<file path="src/rtl/mult_sched.sv">
// Two-requester scheduler for one shared multiplier: round-robin grant, operand
// capture, response hand-off. Optional BUSY timeout/abort under MULT_SCHED_TIMEOUT_EN.
module mult_sched #(
  parameter int unsigned TIMEOUT_CYCLES = 48
) (
  input  logic        clk,
  input  logic        reset,
  input  logic        req0,
  input  logic        req1,
  input  logic [31:0] a0,
  input  logic [31:0] b0,
  input  logic [31:0] a1,
  input  logic [31:0] b1,
  output logic        req_ack0,
  output logic        req_ack1,
  output logic [31:0] mult_a,
  output logic [31:0] mult_b,
  output logic        mult_start,
  output logic        mult_abort,
  input  logic        mult_done,
  input  logic [31:0] mult_out,
  output logic        rsp_valid,
  output logic        rsp_id,
  output logic [31:0] rsp_data,
  output logic        rsp_err,
  input  logic        rsp_ready
);

  localparam int unsigned DW = 32;

  localparam logic [1:0] IDLE = 2'd0;
  localparam logic [1:0] LOAD = 2'd1;
  localparam logic [1:0] BUSY = 2'd2;
  localparam logic [1:0] RESP = 2'd3;

  if (TIMEOUT_CYCLES == 0) begin : g_bad_timeout
    $error("mult_sched: TIMEOUT_CYCLES must be at least 1");
  end

  logic [1:0]    state_q, state_d;
  logic          ptr_q, ptr_d;
  logic          gnt_q, gnt_d;
  logic          gnt_c;
  logic          ack0_q, ack0_d;
  logic          ack1_q, ack1_d;
  logic          start_q, start_d;
  logic [DW-1:0] a_q, a_d;
  logic [DW-1:0] b_q, b_d;
  logic          valid_q, valid_d;
  logic          id_q, id_d;
  logic [DW-1:0] data_q, data_d;

`ifdef MULT_SCHED_TIMEOUT_EN
  localparam int unsigned CW = $clog2(TIMEOUT_CYCLES + 1);
  logic [CW-1:0] cnt_q, cnt_d;
  logic          abort_q, abort_d;
  logic          err_q, err_d;
`endif

  // Next-state and registered-output computation
  always_comb begin
    state_d = state_q;
    ptr_d   = ptr_q;
    gnt_d   = gnt_q;
    gnt_c   = 1'b0;
    ack0_d  = 1'b0;
    ack1_d  = 1'b0;
    start_d = 1'b0;
    a_d     = a_q;
    b_d     = b_q;
    valid_d = valid_q;
    id_d    = id_q;
    data_d  = data_q;
`ifdef MULT_SCHED_TIMEOUT_EN
    cnt_d   = cnt_q;
    abort_d = 1'b0;
    err_d   = err_q;
`endif
    case (state_q)
      IDLE: begin
        if (req0 || req1) begin
          // Pointer only matters on contention; a lone requester always wins
          gnt_c   = (req0 && req1) ? ptr_q : req1;
          gnt_d   = gnt_c;
          ack0_d  = ~gnt_c;
          ack1_d  = gnt_c;
          start_d = 1'b1;
          a_d     = gnt_c ? a1 : a0;
          b_d     = gnt_c ? b1 : b0;
          state_d = LOAD;
        end
      end
      LOAD: begin
        state_d = BUSY;
`ifdef MULT_SCHED_TIMEOUT_EN
        cnt_d   = '0;
`endif
      end
      BUSY: begin
        if (mult_done) begin
          valid_d = 1'b1;
          id_d    = gnt_q;
          data_d  = mult_out;
          a_d     = '0;
          b_d     = '0;
          state_d = RESP;
        end
`ifdef MULT_SCHED_TIMEOUT_EN
        else if (cnt_q == CW'(TIMEOUT_CYCLES - 1)) begin
          abort_d = 1'b1;
          err_d   = 1'b1;
          valid_d = 1'b1;
          id_d    = gnt_q;
          data_d  = '0;
          a_d     = '0;
          b_d     = '0;
          state_d = RESP;
        end else begin
          cnt_d = cnt_q + CW'(1);
        end
`endif
      end
      RESP: begin
        if (rsp_ready) begin
          valid_d = 1'b0;
          id_d    = 1'b0;
          data_d  = '0;
`ifdef MULT_SCHED_TIMEOUT_EN
          err_d   = 1'b0;
`endif
          ptr_d   = ~gnt_q;
          state_d = IDLE;
        end
      end
      default: state_d = IDLE;
    endcase
  end

  always_ff @(posedge clk or negedge reset) begin
    if (!reset) begin
      state_q <= IDLE;
      ptr_q   <= 1'b0;
      gnt_q   <= 1'b0;
      ack0_q  <= 1'b0;
      ack1_q  <= 1'b0;
      start_q <= 1'b0;
      a_q     <= '0;
      b_q     <= '0;
      valid_q <= 1'b0;
      id_q    <= 1'b0;
      data_q  <= '0;
`ifdef MULT_SCHED_TIMEOUT_EN
      cnt_q   <= '0;
      abort_q <= 1'b0;
      err_q   <= 1'b0;
`endif
    end else begin
      state_q <= state_d;
      ptr_q   <= ptr_d;
      gnt_q   <= gnt_d;
      ack0_q  <= ack0_d;
      ack1_q  <= ack1_d;
      start_q <= start_d;
      a_q     <= a_d;
      b_q     <= b_d;
      valid_q <= valid_d;
      id_q    <= id_d;
      data_q  <= data_d;
`ifdef MULT_SCHED_TIMEOUT_EN
      cnt_q   <= cnt_d;
      abort_q <= abort_d;
      err_q   <= err_d;
`endif
    end
  end

  assign req_ack0   = ack0_q;
  assign req_ack1   = ack1_q;
  assign mult_start = start_q;
  assign mult_a     = a_q;
  assign mult_b     = b_q;
  assign rsp_valid  = valid_q;
  assign rsp_id     = id_q;
  assign rsp_data   = data_q;

`ifdef MULT_SCHED_TIMEOUT_EN
  assign mult_abort = abort_q;
  assign rsp_err    = err_q;
`else
  assign mult_abort = 1'b0;
  assign rsp_err    = 1'b0;
`endif

endmodule

</file>
<file path="config.mk">
export PLATFORM = sky130hd
export DESIGN_NAME = mult_sched
export DESIGN_NICKNAME = d
export VERILOG_FILES = /design/src/rtl/mult_sched.sv
export SDC_FILE = /design/constraint.sdc
export NUM_CORES = 1
export LEC_CHECK = 0
export BUFFER_PORTS_ARGS = -buffer_cell sky130_fd_sc_hd__buf_4
export CAP_MARGIN = 20
export CORE_MARGIN = 5
export CORE_UTILIZATION = 43
export CTS_CLUSTER_DIAMETER = 100
export DETAILED_ROUTE_END_ITERATION = 16
export GPL_ROUTABILITY_DRIVEN = 0
export GPL_TIMING_DRIVEN = 0
export HOLD_SLACK_MARGIN = 0.05
export PLACE_DENSITY = 0.78
export REMOVE_ABC_BUFFERS = 1
export SETUP_SLACK_MARGIN = 0.1
export SKIP_LAST_GASP = 1
export SLEW_MARGIN = 25
export SYNTH_ARGS = -nofsm -noshare
export SYNTH_HDL_FRONTEND = slang
export SYNTH_SLANG_ARGS = --single-unit
</file>
<file path="constraint.sdc">
create_clock -name clk -period 2 [get_ports clk]
set_input_delay 0.1 -clock clk [delete_from_list [all_inputs] [get_ports clk]]
set_output_delay 0.1 -clock clk [all_outputs]
set_load 0.05 [all_outputs]
</file>
==> results of run 1 <==
worst paths after layout:
check | startpoint | to | slack [ns]
worst max-delay path | ptr_q | mult_a[14] | 0.16
worst min-delay path | a1[20] | mult_a[20] | 0.05
worst max register to register | ptr_q | mult_a[14] | 0.16
worst min register to register | rsp_valid | rsp_valid | 0.49
max in group asynchronous | reset | mult_a[16] | 1.02
min in group asynchronous | reset | rsp_data[20] | 0.43
flip-flops by register name, summed over array words and instances, names as in the netlist:
register    flops
rsp_id          1
req_ack0        1
rsp_valid       1
mult_a         32
gnt_q           1
rsp_data       32
mult_b         32
ptr_q           1
req_ack1        1
mult_start      1
state_q         2
cells in the final DEF (no fill, tap or decap), types with 3 or more instances in the layout:
master and n:
buf_4 278, clkbuf_16 10, mux2i_1 63, dfrtp_1 105
dlygate4sd3_1 105, buf_16 5, inv_1 3, a22o_1 33
o2bb2ai_2 49, o2bb2ai_1 16
cell type report:
class / instances / area [um2]
sequential: 105 / 2630
multi-input combinational: 189 / 2060
clock inverter: 6 / 77.6
fill: 643 / 2710
antenna: 1 / 2.50
tap: 143 / 179
clock buffer: 9 / 225
timing repair buffer: 393 / 3370
inverter: 5 / 18.8
timing repair:
item,in CTS,in global routing
resized for setup,4,6
buffers inserted,9,5
endpoints found under the hold margin,178,0
hold buffers,105,0
pin swaps,2,0
cloned,1,0
endpoints found under the setup margin,89,73
report_power, final:
part           internal [uW]  switching [uW]
Clock                    986             810
Sequential              3160             792
Combinational           3530            5960
worst min-delay path, stage by stage:
cell	delay, ns
buf_4	0.08
mux2i_1	0.07
o2bb2ai_2	0.10
cells by family (layout without fill, tap and decap cells):
kind of cell	Yosys count	in the layout	share of synthesized area (%)
compound gates	105	105	24.8
fa+ha+maj	4	4	1.02
buf+inv	35	413	5.57
flops	105	105	53.6
mux	66	66	13.5
other cells	1	3	0.0765
simple gates	11	12	1.38
stage by stage:
stage	hold slack, ns	instance area [um2]
2_1_floorplan	-0.196	4650
6_report	0.0526	8560
5_1_grt	0.0579	8560
3_3_place_gp	0.318	6830
3_5_place_dp	0.281	7050
4_1_cts	0.0501	8500
metal layers:
| layer | vias up | global-route usage, % | share of wire (%) |
|---|---|---|---|
| li1 | 2010 | - | - |
| met5 | - | 0 | 0 |
| met3 | 51 | 7.41 | 10 |
| met1 | 2167 | 28.0 | 36 |
| met4 | 0 | 11.2 | 3.8 |
| met2 | 253 | 42.7 | 50 |
==> flow_summary_export.csv, run 1 <==
group,metric,value,unit
worst_setup_path,crit_cells,5,
worst_setup_path,ff2ff_path_depth,5,
synth,ys_seq_elements,105,
worst_setup_path,slowest_delay,0.60,ns
worst_hold_path,hp-class,"primary input to flop",
floorplan,die_area,13600,um2
worst_setup_path,crit_arrival,2.06,ns
cts,cts_buffers,9,
drt,vias,4481,
synth,synth.cell_area,4900,um2
drt,wl,17300,um
sta,tightestPinTransition,0.814,ns
cts,cts.htree.levels,3,
synth,syn_inst,327,
worst_setup_path,worstSetupPathType,"flop to flop",
synth,netlist.area_leader.share,53.6,%
synth,synthTopCellsByCount,"dfrtp_1, mux2i_1, o2bb2ai_2",
sta,drv_slew,0,
finish,final_cells,851,
sta,timing.final.ws_setup,0.160,ns
global_route,grt_pass1_wl,25600,um
power_and_ir_drop,power,15200,uW
finish,drive_above_1_share,51.8,%
floorplan,initial_core_util,43.5,%
synth,synth-async-reset-ratio,100,%
sta,period_share,92.0,%
sta,period_minus_slack,1.84,ns
run,max-cap-violations,0,
cts,clock-root-buffer,"clkbuf_16",
floorplan,num_rows,39,
drt,ant_nets,0,
drt,drtPass1Iterations,4,
placement,portBuffers,266,
worst_setup_path,crit_family,"buffers and inverters",
global_route,grt_pass1_vias,4740,
global_route,grt_max_degree,106,
drt,remaining_drc_errors,0,
sta,rsz0062_at_grt,"true",
floorplan,dieWidth,117,um
placement,dp_cells,715,
cts,ctsLongestPathBuffers,2,
sta,relSlewSlack,45.7,%
synth,yosys.area.top_type,"dfrtp_1",
sta,fmax,0.543,GHz
drt,wl_per_cell,20.4,um
finish,nets,873,
global_route,overflow,0,
worst_setup_path,crit_buf_inv,2,
worst_setup_path,endpoint_kind,"flop",
floorplan,die_h,117,um
global_route,antenna_found_initial,1,
sta,finalSetupTns,0,ns
synth,synth_edf_count,0,
worst_setup_path,cp_slowest_cell,"dlygate4sd3_1",
power_and_ir_drop,leakage,0.00430,uW
synth,synth_area_leaders,"dfrtp_1, o2bb2ai_2, mux2i_1",
synth,synth.most_common_cell,"dfrtp_1",
global_route,grt_usage,24.7,%
worst_setup_path,critPathLaunchType,"flop",
sta,hold_violations,0,
synth,avgSynthCellArea,15.0,um2
drt,first_iter_violations,206,
run_status,outcome,"complete, no violations",
synth,ys_types,31,
cts,cts.clk_slew.worst_paths,0.07,ns
worst_setup_path,cp_cell_sequence,"o21ai_4, clkbuf_16, mux2i_2, dlygate4sd3_1, o2bb2ai_2",
sta,setup_viol,0,
worst_setup_path,cp.required,2.22,ns
placement,place_hpwl,10500,um
cts,clock_latency,0.34,ns
worst_hold_path,min_path_cells,3,
finish,syn_to_final_growth,74.7,%
cts,cts_tree,"built",
sta,fin_skew,0.00643,ns
power_and_ir_drop,p_per_area,1780,nW/um2
finish,fin_util,75.9,%
worst_setup_path,cp_max_fo,17,
floorplan,core,11300,um2
synth,synth_flop_cell,"dfrtp_1",
floorplan,ios,269,
placement,post-place-ws,-0.281,ns
power_and_ir_drop,vdd_ir_drop_max,1.18,mV
drt,vias_per_cell,5.27,
cts,cts.sinks,105,
synth,yosysSeqAreaShare,53.6,%
synth,yosys_warnings,0,
(Power assumes the default switching activity.)
==> run 2, diff against run 1 <==
CORE_MARGIN = unset   (was 5)
SETUP_SLACK_MARGIN = 0.2   (was 0.1)
SLEW_MARGIN = 40   (was 25)
==> run 2 against run 1 <==
  * Maximum frequency increased by 3.1%
  * Total power grew 2.7%
  * Worst hold slack got worse by 0.0016 ns
  * Non-clock buffer count up 14
  * Count of clock-buffer cells in the layout grew 1
  * Sequential share of layout area decreased by 0.72 points
  * Via count grew 0.54%
  * Die area is 13% lower
  * Sequential power barely moved
  * Worst setup slack improved by 0.055 ns
  * Critical path type unchanged
  * Critical endpoint is now mult_a[12]
==> flow_summary_export.csv, run 2 (synthesized netlist as in run 1, its figures left out) <==
group,metric,value,unit
sta,period_share,89.3,%
sta,hold_ws,0.0510,ns
worst_setup_path,rr_startpoint,"state_q[0]",
drt,first_iter_violations,158,
finish,nets,886,
cts,cts.clk_slew.worst_paths,0.07,ns
floorplan,die_h,109,um
drt,ant_nets,0,
worst_setup_path,endpoint_kind,"flop",
finish,syn_to_final_growth,78.9,%
floorplan,num_rows,38,
worst_setup_path,ff2ff_path_depth,10,
sta,drv_slew,0,
worst_hold_path,hp-start,"b0[6]",
finish,layout_commonest_cell,"buf_4",
worst_setup_path,cp.required,2.27,ns
sta,rsz0062_at_grt,"true",
floorplan,initial_core_util,44.6,%
drt,vias,4505,
placement,portBuffers,266,
run,max-cap-violations,0,
sta,fmax,0.560,GHz
sta,period_minus_slack,1.79,ns
floorplan,ios,269,
global_route,overflow,0,
floorplan,die_area,11800,um2
finish,final_area,8760,um2
sta,finalSetupTns,0,ns
worst_setup_path,endpoint,"mult_a[12]",
global_route,grt_pass1_wl,24600,um
global_route,antenna_found_initial,0,
worst_setup_path,cp_max_fo,7,
cts,clock_latency,0.34,ns
power_and_ir_drop,vdd_ir_drop_max,1.35,mV
floorplan,core,11000,um2
sta,hold_violations,0,
worst_setup_path,r2r_end,"mult_a[12]",
run_status,outcome,"complete, no violations",
placement,place_hpwl,9400,um
power_and_ir_drop,p_per_area,1790,nW/um2
finish,drive_above_1_share,51.9,%
global_route,grt_max_degree,106,
sta,fin_skew,0.00458,ns
cts,cts_buffers,9,
global_route,grt_pass1_vias,4908,
finish,most-common-layout-cells,"buf_4, dlygate4sd3_1, dfrtp_1",
worst_setup_path,critPathLaunchType,"flop",
floorplan,dieWidth,109,um
cts,cts.htree.levels,3,
drt,remaining_drc_errors,0,
drt,drtPass1Iterations,4,
worst_setup_path,worstSetupPathType,"flop to flop",
power_and_ir_drop,leakage,0.00440,uW
drt,vias_per_cell,5.24,
drt,wl,16400,um
finish,antenna_cells,0,
global_route,grt_usage,27.6,%
cts,clock-root-buffer,"clkbuf_16",
placement,place_area,7020,um2
worst_setup_path,critPathLaunch,"state_q[0]",
cts,cts.sinks,105,
cts,ctsLongestPathBuffers,2,
worst_setup_path,crit_arrival,2.05,ns
power_and_ir_drop,power,15600,uW
cts,cts_tree,"built",
worst_setup_path,r2r_setup_slack,0.21,ns
sta,setup_viol,0,
drt,wl_per_cell,19.1,um
worst_hold_path,hp-class,"primary input to flop",
run 2: where the power goes:
part / leakage [uW] / switching, uW / total [uW] / internal [uW]
Sequential: 0.00138 / 757 / 3920 / 3160
Combinational: 0.00286 / 6050 / 9750 / 3700
Clock: 0.000155 / 765 / 1980 / 1220
Total: 0.00440 / 7570 / 15600 / 8080
run 2: per-stage QoR:
step | util (%) | setup WS, ns | instances
2_1_floorplan | - | -1.39 | 298
3_3_place_gp | 62.1 | -2.23 | 704
3_5_place_dp | 64.0 | -0.347 | 714
4_1_cts | 78.7 | 0.220 | 851
5_1_grt | 79.8 | 0.140 | 860
6_report | 79.8 | 0.215 | 860
run 2: final cells by class:
| class | count | area [um2] |
|---|---|---|
| Sequential cell | 105 | 2630 |
| Timing Repair Buffer | 407 | 3530 |
| Fill cell | 568 | 2220 |
| Clock buffer | 10 | 229 |
| Multi-Input combinational cell | 188 | 2080 |
| Tap cell | 140 | 175 |
| Inverter | 5 | 18.8 |
| Clock inverter | 5 | 105 |
run 2: how the worst min path moves through the flow:
stage          depth (start not counted)           end
2_1_floorplan                          0         gnt_q
3_3_place_gp                           2  rsp_data[31]
3_5_place_dp                           1   rsp_data[2]
4_1_cts                                3    mult_a[10]
5_1_grt                                3    mult_a[29]
6_report                               3     mult_b[6]
run 2: metal layers:
metal	wire (um)	part of all wire, %	global-route usage (%)
met1	6200	38	31.1
met2	8410	51	49.1
met3	1310	8.0	6.87
met4	512	3.1	12.4
met5	0	0	0
run 2: critical path: stages, from the launching register on:
cell       delay [ns]
dfrtp_1          0.40
inv_2            0.09
ha_4             0.15
inv_2            0.04
or3_4            0.34
o211ai_4         0.12
buf_12           0.14
buf_12           0.11
buf_12           0.10
buf_12           0.12
o2bb2ai_4        0.10
run 2: what timing repair did:
action,CTS,global route
resized for setup,12,5
endpoints found under the setup margin,99,69
cloned,1,0
hold buffers,110,1
pin swaps,4,3
hold endpoints to repair,182,1
buffers inserted,11,7
==> run 3, diff against run 2 <==
ABC_CLOCK_PERIOD_IN_PS = 2000   (was unset)
CORE_UTILIZATION = 45   (was 43)
PLACE_DENSITY = 0.81   (was 0.78)
==> run 3 against run 2 <==
  * The run now fails in 4_1_cts
  * Synthesized area is the same
  * Synthesized cell count is the same
==> flow_summary_export.csv, run 3 <==
group,metric,value,unit
run_status,outcome,"did not finish",
run_status,lastStage,"4_1_cts",
run_status,error,"[ERROR RSZ-0060] Max buffer count reached.",
synth,yosysSeqAreaShare,53.6,%
synth,synth_top_family_by_area,"compound AO/OA/AOI/OAI gates",
synth,netlist.area_leader.share,53.6,%
synth,yosys_warnings,0,
synth,syn_inst,327,
placement,portBuffers,266,
synth,synth_flop_cell,"dfrtp_1",
synth,synthAdderAreaFrac,1.02,%
floorplan,num_rows,37,
floorplan,ios,269,
cts,postCtsHoldBufs,148,
floorplan,dieWidth,106,um
synth,yosys.area.top_type,"dfrtp_1",
floorplan,die_h,106,um
cts,cts.sinks,105,
cts,cts.htree.levels,3,
synth,yosys.area_share.simple,1.38,%
synth,synth-xor-area-share,0,%
cts,clock-root-buffer,"clkbuf_8",
synth,ys_seq_elements,105,
cts,ctsLongestPathBuffers,2,
cts,cts_buffers,9,
synth,synthTopCellsByCount,"dfrtp_1, mux2i_1, o2bb2ai_2",
floorplan,initial_core_util,46.8,%
placement,post-place-ws,-0.360,ns
synth,synth_compound_area_share,24.8,%
synth,avgSynthCellArea,15.0,um2
synth,synth-async-reset-ratio,100,%
synth,synth_edf_count,0,
cts,cts_setup_buffers,11,
synth,synth.cell_area,4900,um2
synth,synth_area_leaders,"dfrtp_1, o2bb2ai_2, mux2i_1",
cts,cts_resized,11,
placement,place_hpwl,9760,um
synth,muxShareOfSynthArea,13.5,%
synth,synth.most_common_cell,"dfrtp_1",
synth,ys_types,31,
-- run 3: cell families after synthesis --
group	count (synthesis)
compound gates	105
fa+ha+maj	4
buf+inv	35
other cells	1
flops	105
mux	66
simple gates	11
-- run 3: through the flow --
step	cell area [um2]	hold slack (ns)	cells	TNS, ns
floorplan	4650	-0.196	298	-93.34
detailed placement	7030	0.203	711	-8.34
global placement	6820	0.316	700	-139.60
==> run 4, diff against run 3 <==
CORE_UTILIZATION = 40   (was 45)
CTS_CLUSTER_DIAMETER = unset   (was 100)
HOLD_SLACK_MARGIN = unset   (was 0.05)
PLACE_DENSITY = unset   (was 0.81)
PLACE_DENSITY_LB_ADDON = 0.15   (was unset)
SETUP_SLACK_MARGIN = unset   (was 0.2)
==> run 4 against run 3 <==
  * The run now ends clean
==> flow_summary_export.csv, run 4 (synthesized netlist as in run 1, its figures left out) <==
group,metric,value,unit
run_status,outcome,"complete, no violations",
drt,ant_nets,0,
drt,remaining_drc_errors,0,
sta,period_share,95.2,%
worst_setup_path,r2r_end,"mult_b[31]",
finish,final_area,7790,um2
finish,fin_util,65.1,%
worst_setup_path,critPathLaunchType,"flop",
power_and_ir_drop,power.internal,7530,uW
worst_hold_path,hp-start,"a1[4]",
worst_hold_path,min_path_cells,3,
cts,cts.clk_slew.worst_paths,0.07,ns
power_and_ir_drop,power_frac_clock,12.4,%
global_route,grt_pass1_vias,4071,
global_route,grt_max_degree,106,
finish,drive_above_1_share,56.7,%
worst_setup_path,cp.required,2.25,ns
worst_setup_path,crit_arrival,2.16,ns
worst_setup_path,endpoint_kind,"flop",
sta,fin_skew,0.00811,ns
global_route,grt_usage,20.7,%
finish,syn_to_final_growth,58.9,%
finish,antenna_cells,0,
finish,fill_cells,875,
global_route,antenna_found_initial,0,
worst_setup_path,critPathLaunch,"state_q[0]",
finish,most-common-layout-cells,"buf_4, dfrtp_1, mux2i_1",
finish,nets,796,
sta,period_minus_slack,1.90,ns
power_and_ir_drop,p_per_area,1890,nW/um2
finish,layout_commonest_cell,"buf_4",
worst_hold_path,hold_path_end,"mult_a[4]",
sta,setup_viol,0,
floorplan,die_h,113,um
sta,finalSetupTns,0,ns
sta,fmax,0.525,GHz
drt,vias,3936,
power_and_ir_drop,p_sw,7190,uW
worst_setup_path,r2r_setup_slack,0.1,ns
run,max-cap-violations,0,
drt,drtPass1Iterations,4,
worst_setup_path,worstSetupPathType,"flop to flop",
power_and_ir_drop,comb_power_share,61.4,%
worst_setup_path,cp_slowest_cell,"dfrtp_1",
worst_setup_path,rr_startpoint,"state_q[0]",
power_and_ir_drop,pwr-share-seq,26.3,%
drt,wl_per_cell,16.8,um
drt,first_iter_violations,137,
cts,cts_buffers,9,
drt,vias_per_cell,5.07,
worst_hold_path,hp-class,"primary input to flop",
power_and_ir_drop,vdd_ir_drop_max,1.26,mV
sta,relSlewSlack,60.1,%
power_and_ir_drop,leakage,0.00399,uW
cts,clock_latency,0.33,ns
floorplan,num_rows,40,
cts,cts_tree,"built",
worst_setup_path,cp_max_fo,16,
placement,place_hpwl,8990,um
power_and_ir_drop,swShare,48.9,%
cts,cts.htree.levels,3,
floorplan,ios,269,
global_route,grt_pass1_wl,20500,um
floorplan,initial_core_util,41.0,%
sta,drv_slew,0,
drt,wl,13000,um
floorplan,die_area,12700,um2
worst_setup_path,slowest_delay,0.42,ns
cts,ctsLongestPathBuffers,2,
cts,clock-root-buffer,"clkbuf_16",
sta,tightestPinTransition,0.599,ns
floorplan,dieWidth,113,um
sta,hold_violations,0,
placement,place_area,7060,um2
floorplan,core,12000,um2
placement,portBuffers,266,
cts,cts.sinks,105,
global_route,overflow,0,
worst_setup_path,ff2ff_path_depth,8,
worst_setup_path,cp_cell_sequence,"inv_1, ha_4, inv_2, or3_4, o211ai_4, buf_4, buf_8, o2bb2ai_1",
## run 4: metal layers
layer	vias up	wire (um)	GRT usage [%]
met5	-	0	0
met4	0	112	5.87
met3	9	1090	5.45
met2	171	6620	36.2
met1	1910	5220	25.0
li1	1846	-	-
## run 4: power groups by stage
stage	Clock, uW	Combinational (uW)	Sequential (uW)
CTS	1860	8940	3860
global route	1960	9450	3990
floorplan	0	2210	5870
detailed placement	0	8890	3860
global placement	0	6500	3410
finish	1820	9030	3860
## run 4: worst max path at each step
stage,endpoint,depth (start not counted)
final,mult_b[31],8
after global routing,mult_b[25],8
after floorplan,mult_a[10],3
after CTS,mult_b[26],8
after detailed placement,mult_b[26],9
after global placement,mult_b[23],3
## run 4: critical path: cells and delay by family (launching register included)
kind | cells | cell delay (ns)
buf+inv | 4 | 0.57
simple gates | 1 | 0.40
flops | 1 | 0.42
fa+ha+maj | 1 | 0.18
compound gates | 2 | 0.25
## run 4: timing repair
| action | in CTS | in global routing |
|---|---|---|
| hold buffers | 34 | 0 |
| endpoints found under the setup margin | 28 | 74 |
| resized for setup | 2 | 3 |
| gates cloned | 0 | 1 |
| setup buffers | 2 | 3 |
| hold endpoints to repair | 138 | 0 |
| pin swaps | 1 | 0 |
## run 4: final cells by class
class / count / area (um2) / share of cell area [%]
Inverter: 5 / 18.8 / 0.241
Clock buffer: 9 / 225 / 2.89
Multi-Input combinational cell: 188 / 2040 / 26.2
Tap cell: 147 / 184 / 2.36
Timing Repair Buffer: 317 / 2600 / 33.4
Sequential cell: 105 / 2630 / 33.7
Clock inverter: 6 / 83.8 / 1.08
## run 4: through the flow
step / power (uW) / std cells / setup slack [ns] / hold slack (ns)
floorplan: 8080 / 298 / -1.39 / -0.196
global placement: 9910 / 711 / -2.20 / 0.316
detailed placement: 12700 / 722 / -0.203 / 0.205
CTS: 14700 / 772 / 0.0494 / 0.0275
global route: 15400 / 777 / -0.00790 / 0.0361
finish: 14700 / 777 / 0.0952 / 0.0432
